**src/rtl/regfile_ctx_engine.sv**
```systemverilog
// regfile_ctx_engine: context save/restore engine for the 32x32 MIPS register
// file. SAVE walks registers FIRST_REG..LAST_REG through the read port and
// streams them out; RESTORE takes a word stream and writes the same range
// through the write port.
//
// Handshake rule used on both streams: a word moves on a rising clock edge
// exactly when valid and ready are both high in the cycle before that edge.
// A producer never drops valid or changes data while valid=1 and ready=0;
// the only exceptions are abort and reset. ready may be driven freely and
// carries no obligation when valid is low.
module regfile_ctx_engine #(
  parameter int FIRST_REG = 1,
  parameter int LAST_REG  = 31
) (
  input  logic        clk,
  input  logic        reset,
  input  logic        start,
  input  logic        mode,
  input  logic        abort,
  output logic        busy,
  output logic        done,
  output logic [4:0]  rf_read_addr,
  input  logic [31:0] rf_read_data,
  output logic [4:0]  rf_write_addr,
  output logic [31:0] rf_write_data,
  output logic        rf_write_en,
  output logic [31:0] out_data,
  output logic        out_valid,
  input  logic        out_ready,
  input  logic [31:0] in_data,
  input  logic        in_valid,
  output logic        in_ready,
  output logic [1:0]  dbg_state
);

  typedef enum logic [1:0] {
    ST_IDLE       = 2'd0,
    ST_SAVE       = 2'd1,
    ST_SAVE_DRAIN = 2'd2,
    ST_RESTORE    = 2'd3
  } state_t;

  localparam logic [4:0] FIRST_IDX = 5'(FIRST_REG);
  localparam logic [4:0] LAST_IDX  = 5'(LAST_REG);

  state_t      state;
  state_t      state_next;
  logic [4:0]  idx;
  logic [4:0]  idx_next;
  logic [31:0] out_data_next;
  logic        out_valid_next;
  logic        done_next;

  // Transfer strobes shared by the next-state, datapath and output logic.
  logic at_last;
  logic save_load;
  logic drain_fire;
  logic restore_fire;

  // Decode which transfer (if any) happens at the coming edge.
  always_comb begin
    at_last      = (idx == LAST_IDX);
    // The output register refills whenever it is empty or being emptied.
    save_load    = (state == ST_SAVE) && (!out_valid || out_ready);
    drain_fire   = (state == ST_SAVE_DRAIN) && out_valid && out_ready;
    // in_ready is 1 throughout RESTORE, so in_valid alone completes a beat.
    restore_fire = (state == ST_RESTORE) && in_valid;
  end

  // State register.
  always_ff @(posedge clk or posedge reset) begin
    if (reset) begin
      state <= ST_IDLE;
    end else begin
      state <= state_next;
    end
  end

  // Next-state logic; abort takes priority over any transfer completing.
  always_comb begin
    state_next = state;
    case (state)
      ST_IDLE: begin
        if (start) begin
          state_next = mode ? ST_RESTORE : ST_SAVE;
        end
      end
      ST_SAVE: begin
        if (abort) begin
          state_next = ST_IDLE;
        end else if (save_load && at_last) begin
          state_next = ST_SAVE_DRAIN;
        end
      end
      ST_SAVE_DRAIN: begin
        if (abort || drain_fire) begin
          state_next = ST_IDLE;
        end
      end
      ST_RESTORE: begin
        if (abort) begin
          state_next = ST_IDLE;
        end else if (restore_fire && at_last) begin
          state_next = ST_IDLE;
        end
      end
      default: state_next = ST_IDLE;
    endcase
  end

  // Datapath next values: register index, output word register and done.
  // idx is parked at FIRST_REG whenever the engine returns to IDLE so the
  // idle read address matches the reset value. idx only advances when it
  // is below LAST_REG, so it can never wrap.
  always_comb begin
    idx_next       = idx;
    out_data_next  = out_data;
    out_valid_next = out_valid;
    done_next      = 1'b0;
    case (state)
      ST_IDLE: begin
        if (start) begin
          idx_next = FIRST_IDX;
        end
      end
      ST_SAVE: begin
        if (abort) begin
          out_valid_next = 1'b0;
          idx_next       = FIRST_IDX;
        end else if (save_load) begin
          out_data_next  = rf_read_data;
          out_valid_next = 1'b1;
          if (!at_last) begin
            idx_next = idx + 5'd1;
          end
        end
      end
      ST_SAVE_DRAIN: begin
        if (abort) begin
          out_valid_next = 1'b0;
          idx_next       = FIRST_IDX;
        end else if (drain_fire) begin
          out_valid_next = 1'b0;
          done_next      = 1'b1;
          idx_next       = FIRST_IDX;
        end
      end
      ST_RESTORE: begin
        if (abort) begin
          idx_next = FIRST_IDX;
        end else if (restore_fire) begin
          if (at_last) begin
            done_next = 1'b1;
            idx_next  = FIRST_IDX;
          end else begin
            idx_next = idx + 5'd1;
          end
        end
      end
      default: begin
        out_valid_next = 1'b0;
        idx_next       = FIRST_IDX;
      end
    endcase
  end

  // Datapath registers.
  always_ff @(posedge clk or posedge reset) begin
    if (reset) begin
      idx       <= FIRST_IDX;
      out_data  <= 32'd0;
      out_valid <= 1'b0;
      done      <= 1'b0;
    end else begin
      idx       <= idx_next;
      out_data  <= out_data_next;
      out_valid <= out_valid_next;
      done      <= done_next;
    end
  end

  // Output decode; the write port is purely combinational so the register
  // file commits on the same edge that completes the input beat.
  always_comb begin
    busy          = (state != ST_IDLE);
    in_ready      = (state == ST_RESTORE);
    rf_read_addr  = idx;
    rf_write_en   = restore_fire && !abort;
    rf_write_addr = idx;
    rf_write_data = in_data;
    dbg_state     = state;
  end

endmodule

```
**config.mk**
```make
export PLATFORM = sky130hd
export DESIGN_NAME = regfile_ctx_engine
export DESIGN_NICKNAME = d
export VERILOG_FILES = /design/src/rtl/regfile_ctx_engine.sv
export SDC_FILE = /design/constraint.sdc
export NUM_CORES = 1
export LEC_CHECK = 0
export BUFFER_PORTS_ARGS = -buffer_cell sky130_fd_sc_hd__buf_2
export CORE_MARGIN = 5
export CORE_UTILIZATION = 46
export CTS_BUF_LIST = sky130_fd_sc_hd__clkbuf_2 sky130_fd_sc_hd__clkbuf_4 sky130_fd_sc_hd__clkbuf_8
export DETAILED_ROUTE_END_ITERATION = 8
export PLACE_DENSITY = 0.88
export SLEW_MARGIN = 20
export SYNTH_ARGS = -nofsm -noshare
export SYNTH_HDL_FRONTEND = slang
export SYNTH_SLANG_ARGS = --single-unit
```
**constraint.sdc**
```tcl
create_clock -name clk -period 2.7 [get_ports clk]
set_input_delay 0.135 -clock clk [delete_from_list [all_inputs] [get_ports clk]]
set_output_delay 0.135 -clock clk [all_outputs]
set_load 0.005 [all_outputs]
```
==> results.yml, run 1 <==
sta:
  finalMaxSlewViolations: 0
  tns_ps: 0
  hold_viol: 0
  fin_worst_skew_ps: 2.14
  min_period_ps: 2030
  worst_pin_slew_ps: 591
  timing.fmax_mhz: 492
  layout_setup_ws_ps: 669
  setup-violations-final: 0
  rsz0062_at_grt: "no"
  max_slew_margin: 0.604
  min_period_over_period: 0.752
synth:
  synth.distinct_cells: 34
  netlist_area_um2: 2200
  async_flop_share: 1.00
  synth_edf_count: 0
  syn-instance-count: 165
  ys_seq_elements: 41
  synth.avg_cell_area_um2: 13.3
  synth_top_area_share: 0.455
  ys_warn_count: 0
  seq_area_frac_synth: 0.467
  yosysTopAreaCell: "dfrtp_1"
  synth_area_leaders: "dfrtp_1 (45%), mux2_4 (20%), buf_4 (13%)"
  ys.flop_type: "dfrtp_1"
  syn-num-nets: 239
critical_path:
  rr_endpoint: "rf_read_addr[2]$_DFFE_PP0P_"
  r2r_start: "rf_read_addr[1]$_DFFE_PP0P_"
  crit_arrival_ps: 2210
  criticalPathCategory: "reg -> reg"
  crit_slowest_cell: "dfrtp_1"
  crit_end: "rf_read_addr[2]$_DFFE_PP0P_"
  cp_top_family: "compound AO/OA/AOI/OAI gates"
  startpoint: "rf_read_addr[1]$_DFFE_PP0P_"
  cp.depth: 6
  reg2reg_depth: 6
  worstPathMaxFanout: 5
  startpoint_type: "register"
  path_buf_inv: 0
  reg2reg_slack_ps: 670
  max_stage_delay_ps: 430
  endpoint_kind: "register"
  worstPathCellList: "ha_1 > and3_1 > ha_1 > o31ai_2 > o22ai_2 > a22o_1"
  cpMostUsedCell: "ha_1"
  crit_required_ps: 2870
worst_hold_path:
  hold_path_class: "in -> reg"
  min_path_cells: 2
clock_network:
  clk_pin_slew_worst_paths_ps: 70
  cts_tree: "built"
  insertion_delay_ps: 280
  cts.sinks: 41
  post-cts-setup-buffers: 0
  htree_levels: 2
  cts_buffers: 5
  clockBufferDepth: 2
  clockRootBuffer: "clkbuf_8"
finish:
  multi_input_area_um2: 811
  diodes: 0
  syn2layout_area_growth_pct: 13.2
  drive_gt1_frac: 0.615
  regArea_um2: 1030
  stdcell_count: 275
  fill_cells: 421
  layout.nets: 295
route:
  via_count: 1389
  wl_per_cell_um: 15.2
  drt_first_pass_iters: 4
  drt_iter0_markers: 40
  drcViolationCount: 0
  viasPerCell: 5.05
  routed_wirelength_um: 4180
  ant_nets: 0
floorplanning:
  core_um2: 4690
  die_area_um2: 6270
  die_w_um: 79.2
  ioPinCount: 152
  initial_core_util: 0.469
  row_count: 25
  die_height_um: 79.2
power_and_ir_drop:
  power_leakage_nw: 1.29
  peakVddDrop_uv: 507
  power_density_nw_per_um2: 1090
placement:
  dp_slack_ps: 681
  place_congestion: 0.803
  portBuffers: 87
  hpwlAfterDp_um: 3140
  dp.cells: 267
global_routing:
  globalRouteOverflowTotal: 0
  grt_pass1_wl_um: 6900
  grt_max_degree: 26
  gr-usage-all-layers: 0.140
  antenna_found_initial: 0
  grt_pass1_vias: 1426
run:
  max_cap_violations: 0
run_status:
  status: "finished clean"
## layout by cell type, fill, tap and decap left out, types with 2 or more instances in the layout
cell type and count:
a21oi_1 4, nor2b_1 2, nor2_1 4, inv_1 3
nand2_1 3, mux2i_1 2, nand3_1 2, dfrtp_1 40
a22o_1 2, clkbuf_8 5, mux2_2 2, o21ai_0 5
a32o_1 2, mux2_4 30, ha_1 3, buf_4 3
buf_2 87, nand2b_1 2
## cells by family (layout without fill, tap and decap cells)
kind of cell               after synthesis  after routing  share of synthesized area
AOI/OAI and AO/OA                       21             21                     0.0688
adders and majority gates                3              3                     0.0171
buffers and inverters                   46            102                      0.165
DFF                                     41             41                      0.467
muxes                                   34             34                      0.224
and+or+nand+nor                         20             20                     0.0586
## routing by layer
metal	GRT usage	routed length, µm
met2	0.207	1830
met1	0.183	1860
met5	0	0
met3	0.0533	424
met4	0.0584	56
## synth_stat cells, types with 2 or more instances
library cell and number:
nor2_1 4, o21ai_0 5, mux2_4 30, dfrtp_1 40, mux2i_1 2, buf_4 37
mux2_2 2, nor2b_1 2, nand2_1 3, nand3_1 2, buf_12 3, a21oi_1 4
a32o_1 2, buf_2 2, nand2b_1 2, ha_1 3, inv_1 4, a22o_1 2
## through the flow
stage          area [µm²]   util  total power, W  hold slack, ps
6_report             2490  0.531         0.00273            79.5
5_1_grt              2490  0.531         0.00293            63.6
4_1_cts              2490  0.531         0.00277            66.9
2_1_floorplan        2200      -         0.00193             208
3_5_place_dp         2380  0.507         0.00228             158
3_3_place_gp         2380  0.507         0.00224             148
## power by group
| part | switching [W] | internal (W) |
|---|---|---|
| clock network | 0.000195 | 0.000269 |
| logic | 0.000437 | 0.000718 |
| registers | 0.000208 | 0.000900 |
## worst min-delay path by stage
stage	end	start
floorplan	done$_DFF_PP0_	abort
global placement	out_data[11]$_DFFE_PP0P_	reset
detailed placement	out_data[7]$_DFFE_PP0P_	reset
CTS	out_data[20]$_DFFE_PP0P_	rf_read_data[20]
global route	out_data[17]$_DFFE_PP0P_	rf_read_data[17]
finish	done$_DFF_PP0_	abort
## timing repair
action | CTS | global route
hold buffers | 1 | 0
endpoints found under the setup margin | 0 | 0
gates resized for setup | 0 | 0
endpoints found under the hold margin | 15 | 0
## flip-flops by register name, summed over array words and instances (netlist names)
name and flops:
done 1, out_valid 1, out_data 32, rf_read_addr 5, dbg_state 2
## cell type report
cell class	instances	area share
tap	54	0.0271
timing repair buffer	91	0.188
sequential	41	0.412
inverter	4	0.00602
multi-input combinational	78	0.325
clock buffer	5	0.0276
clock inverter	2	0.0141
Note: power is estimated with default switching activity, not from simulation.
==> run 2, diff against run 1 <==
--- a/config.mk
+++ b/config.mk
@@ -7,10 +7,10 @@
 export LEC_CHECK = 0
 export BUFFER_PORTS_ARGS = -buffer_cell sky130_fd_sc_hd__buf_2
 export CORE_MARGIN = 5
-export CORE_UTILIZATION = 46
+export CORE_UTILIZATION = 39
 export CTS_BUF_LIST = sky130_fd_sc_hd__clkbuf_2 sky130_fd_sc_hd__clkbuf_4 sky130_fd_sc_hd__clkbuf_8
 export DETAILED_ROUTE_END_ITERATION = 8
-export PLACE_DENSITY = 0.88
+export PLACE_DENSITY = 0.79
 export SLEW_MARGIN = 20
 export SYNTH_ARGS = -nofsm -noshare
 export SYNTH_HDL_FRONTEND = slang
==> constraint.sdc (replaced) <==
create_clock -name clk -period 1.65 [get_ports clk]
set_input_delay 0.0825 -clock clk [delete_from_list [all_inputs] [get_ports clk]]
set_output_delay 0.0825 -clock clk [all_outputs]
set_load 0.005 [all_outputs]
==> run 2 against run 1 <==
Net effect:
- the flow now finishes with violations (setup timing)
- register-to-register slack got worse by 710 ps
- hold slack got worse by 61 ps
- combinational power grew 93%
- die area up 16%
- wire length is 12% higher
- total power grew 75%
- sequential cell count stayed put
- final area is 8.1% higher
- critical path depth stayed put
- via count up 2.9%
- critical path type unchanged
- critical endpoint unchanged
- largest cell class unchanged
- largest power group unchanged
==> results.yml, run 2 (synthesized netlist as in run 1, its figures left out) <==
critical_path:
  crit_required_ps: 1820
  cpMostUsedCell: "ha_4"
  path_buf_inv: 0
  crit_slowest_cell: "dfstp_2"
  crit_arrival_ps: 1860
  max_stage_delay_ps: 560
  cp_top_family: "flip-flops"
  criticalPathCategory: "reg -> reg"
  worstPathMaxFanout: 5
  worstPathCellList: "ha_4 > and3_4 > ha_4 > o31a_1 > o21ai_1 > a22o_1"
  endpoint_kind: "register"
  startpoint_type: "register"
route:
  routed_wirelength_um: 4680
  ant_nets: 0
  via_count: 1429
  drt_iter0_markers: 35
  wl_per_cell_um: 15.4
  drt_first_pass_iters: 4
  viasPerCell: 4.70
  drcViolationCount: 0
global_routing:
  gr-usage-all-layers: 0.128
  grt_pass1_wl_um: 7320
  antenna_found_initial: 0
  globalRouteOverflowTotal: 0
  grt_pass1_vias: 1477
  grt_max_degree: 33
power_and_ir_drop:
  power_density_nw_per_um2: 1770
  switchingPower_w: 0.00148
  pwr-share-comb: 0.465
  clkPwrFrac: 0.174
  swShare: 0.310
  internal_power_w: 0.00329
  power_leakage_nw: 1.35
  totalPowerFinal_w: 0.00477
  peakVddDrop_uv: 615
  seq_power_share: 0.361
placement:
  hpwlAfterDp_um: 3510
  place_congestion: 0.836
  postPlaceCellArea_um2: 2540
  portBuffers: 87
clock_network:
  clockRootBuffer: "clkbuf_8"
  clockBufferDepth: 2
  insertion_delay_ps: 290
  cts_tree: "built"
  cts.sinks: 41
  htree_levels: 2
  cts_buffers: 5
  clk_pin_slew_worst_paths_ps: 80
finish:
  layout.nets: 305
  largest-register: "out_data"
  final_area_um2: 2700
  diodes: 0
  drive_gt1_frac: 0.659
  syn2layout_area_growth_pct: 22.5
  mostFrequentLayoutCell: "buf_2"
  largest_register_ffs: 32
  final_cell_mix: "buf_2 (87), dfrtp_1 (40), mux2_4 (30), buf_4 (11), clkbuf_8 (6)"
  final_util: 0.489
sta:
  tns_ps: -99.0
  layout_setup_ws_ps: -36.4
  worst_pin_slew_ps: 357
  rsz0062_at_grt: "yes"
  finalMaxSlewViolations: 0
  fin_worst_skew_ps: 9.89
  min_period_over_period: 1.02
  min_period_ps: 1690
  max_slew_margin: 0.761
  hold_viol: 0
  setup-violations-final: 3
  timing.fmax_mhz: 593
floorplanning:
  row_count: 27
  die_area_um2: 7250
  core_um2: 5510
  die_w_um: 85.1
  ioPinCount: 152
  initial_core_util: 0.400
  die_height_um: 85.1
run_status:
  violations: "setup timing"
  status: "finished, violations left"
worst_hold_path:
  hold_path_class: "in -> reg"
run:
  max_cap_violations: 0
==> run 2: final timing paths <==
| path | slack, ps | endpoint | cells past startpoint | start |
|---|---|---|---|---|
| min in group asynchronous | 390 | out_data[5]$_DFFE_PP0P_ | 4 | reset |
| hold / removal | 20 | done$_DFF_PP0_ | 2 | abort |
| setup reg to reg | -40 | rf_read_addr[2]$_DFFE_PP0P_ | 6 | rf_read_addr[0]$_DFFE_PP1P_ |
| max in group asynchronous | 980 | rf_read_addr[0]$_DFFE_PP1P_ | 4 | reset |
| setup / recovery | -40 | rf_read_addr[2]$_DFFE_PP0P_ | 6 | rf_read_addr[0]$_DFFE_PP1P_ |
| hold reg to reg | 510 | out_data[19]$_DFFE_PP0P_ | 1 | out_data[19]$_DFFE_PP0P_ |
==> run 2: repair_timing <==
item                                    4_1_cts  5_1_grt
resized for setup                             3        1
cloned                                        0        0
setup buffers                                 0        0
pin swaps                                     2        0
hold buffers                                  1        1
hold endpoints to repair                     40        1
endpoints found under the setup margin        6        6
==> run 2: cell type report <==
class	count	area, µm²
clock buffers	6	82.6
clock inverters	2	37.5
fillers	474	2810
inverters	4	15.0
multi-input cells	78	885
flip-flops and latches	41	1030
well taps	72	90.1
repair buffers	101	558
==> run 2: power by group through the flow <==
| stage | Combinational, W | Sequential [W] | Clock (W) |
|---|---|---|---|
| final | 0.00222 | 0.00172 | 0.000828 |
| after global routing | 0.00240 | 0.00179 | 0.000906 |
| after CTS | 0.00225 | 0.00172 | 0.000860 |
| after detailed placement | 0.00220 | 0.00174 | 0 |
| after global placement | 0.00216 | 0.00172 | 0 |
| after floorplan | 0.00138 | 0.00182 | 0 |
==> run 2: through the flow <==
stage	setup WS, ps	instances	hold WS, ps
after floorplan	2.42	165	156
after global placement	19.2	294	136
after detailed placement	-56.5	294	138
after CTS	-34.6	303	4.09
after global routing	-113	304	1.05
final	-36.4	304	18.2
==> run 2: routing by layer <==
metal	GRT usage	vias up	routed length, µm
met5	0	-	0
met4	0.0619	0	112
met3	0.0563	14	486
met2	0.196	80	2140
met1	0.152	672	1940
li1	-	663	-
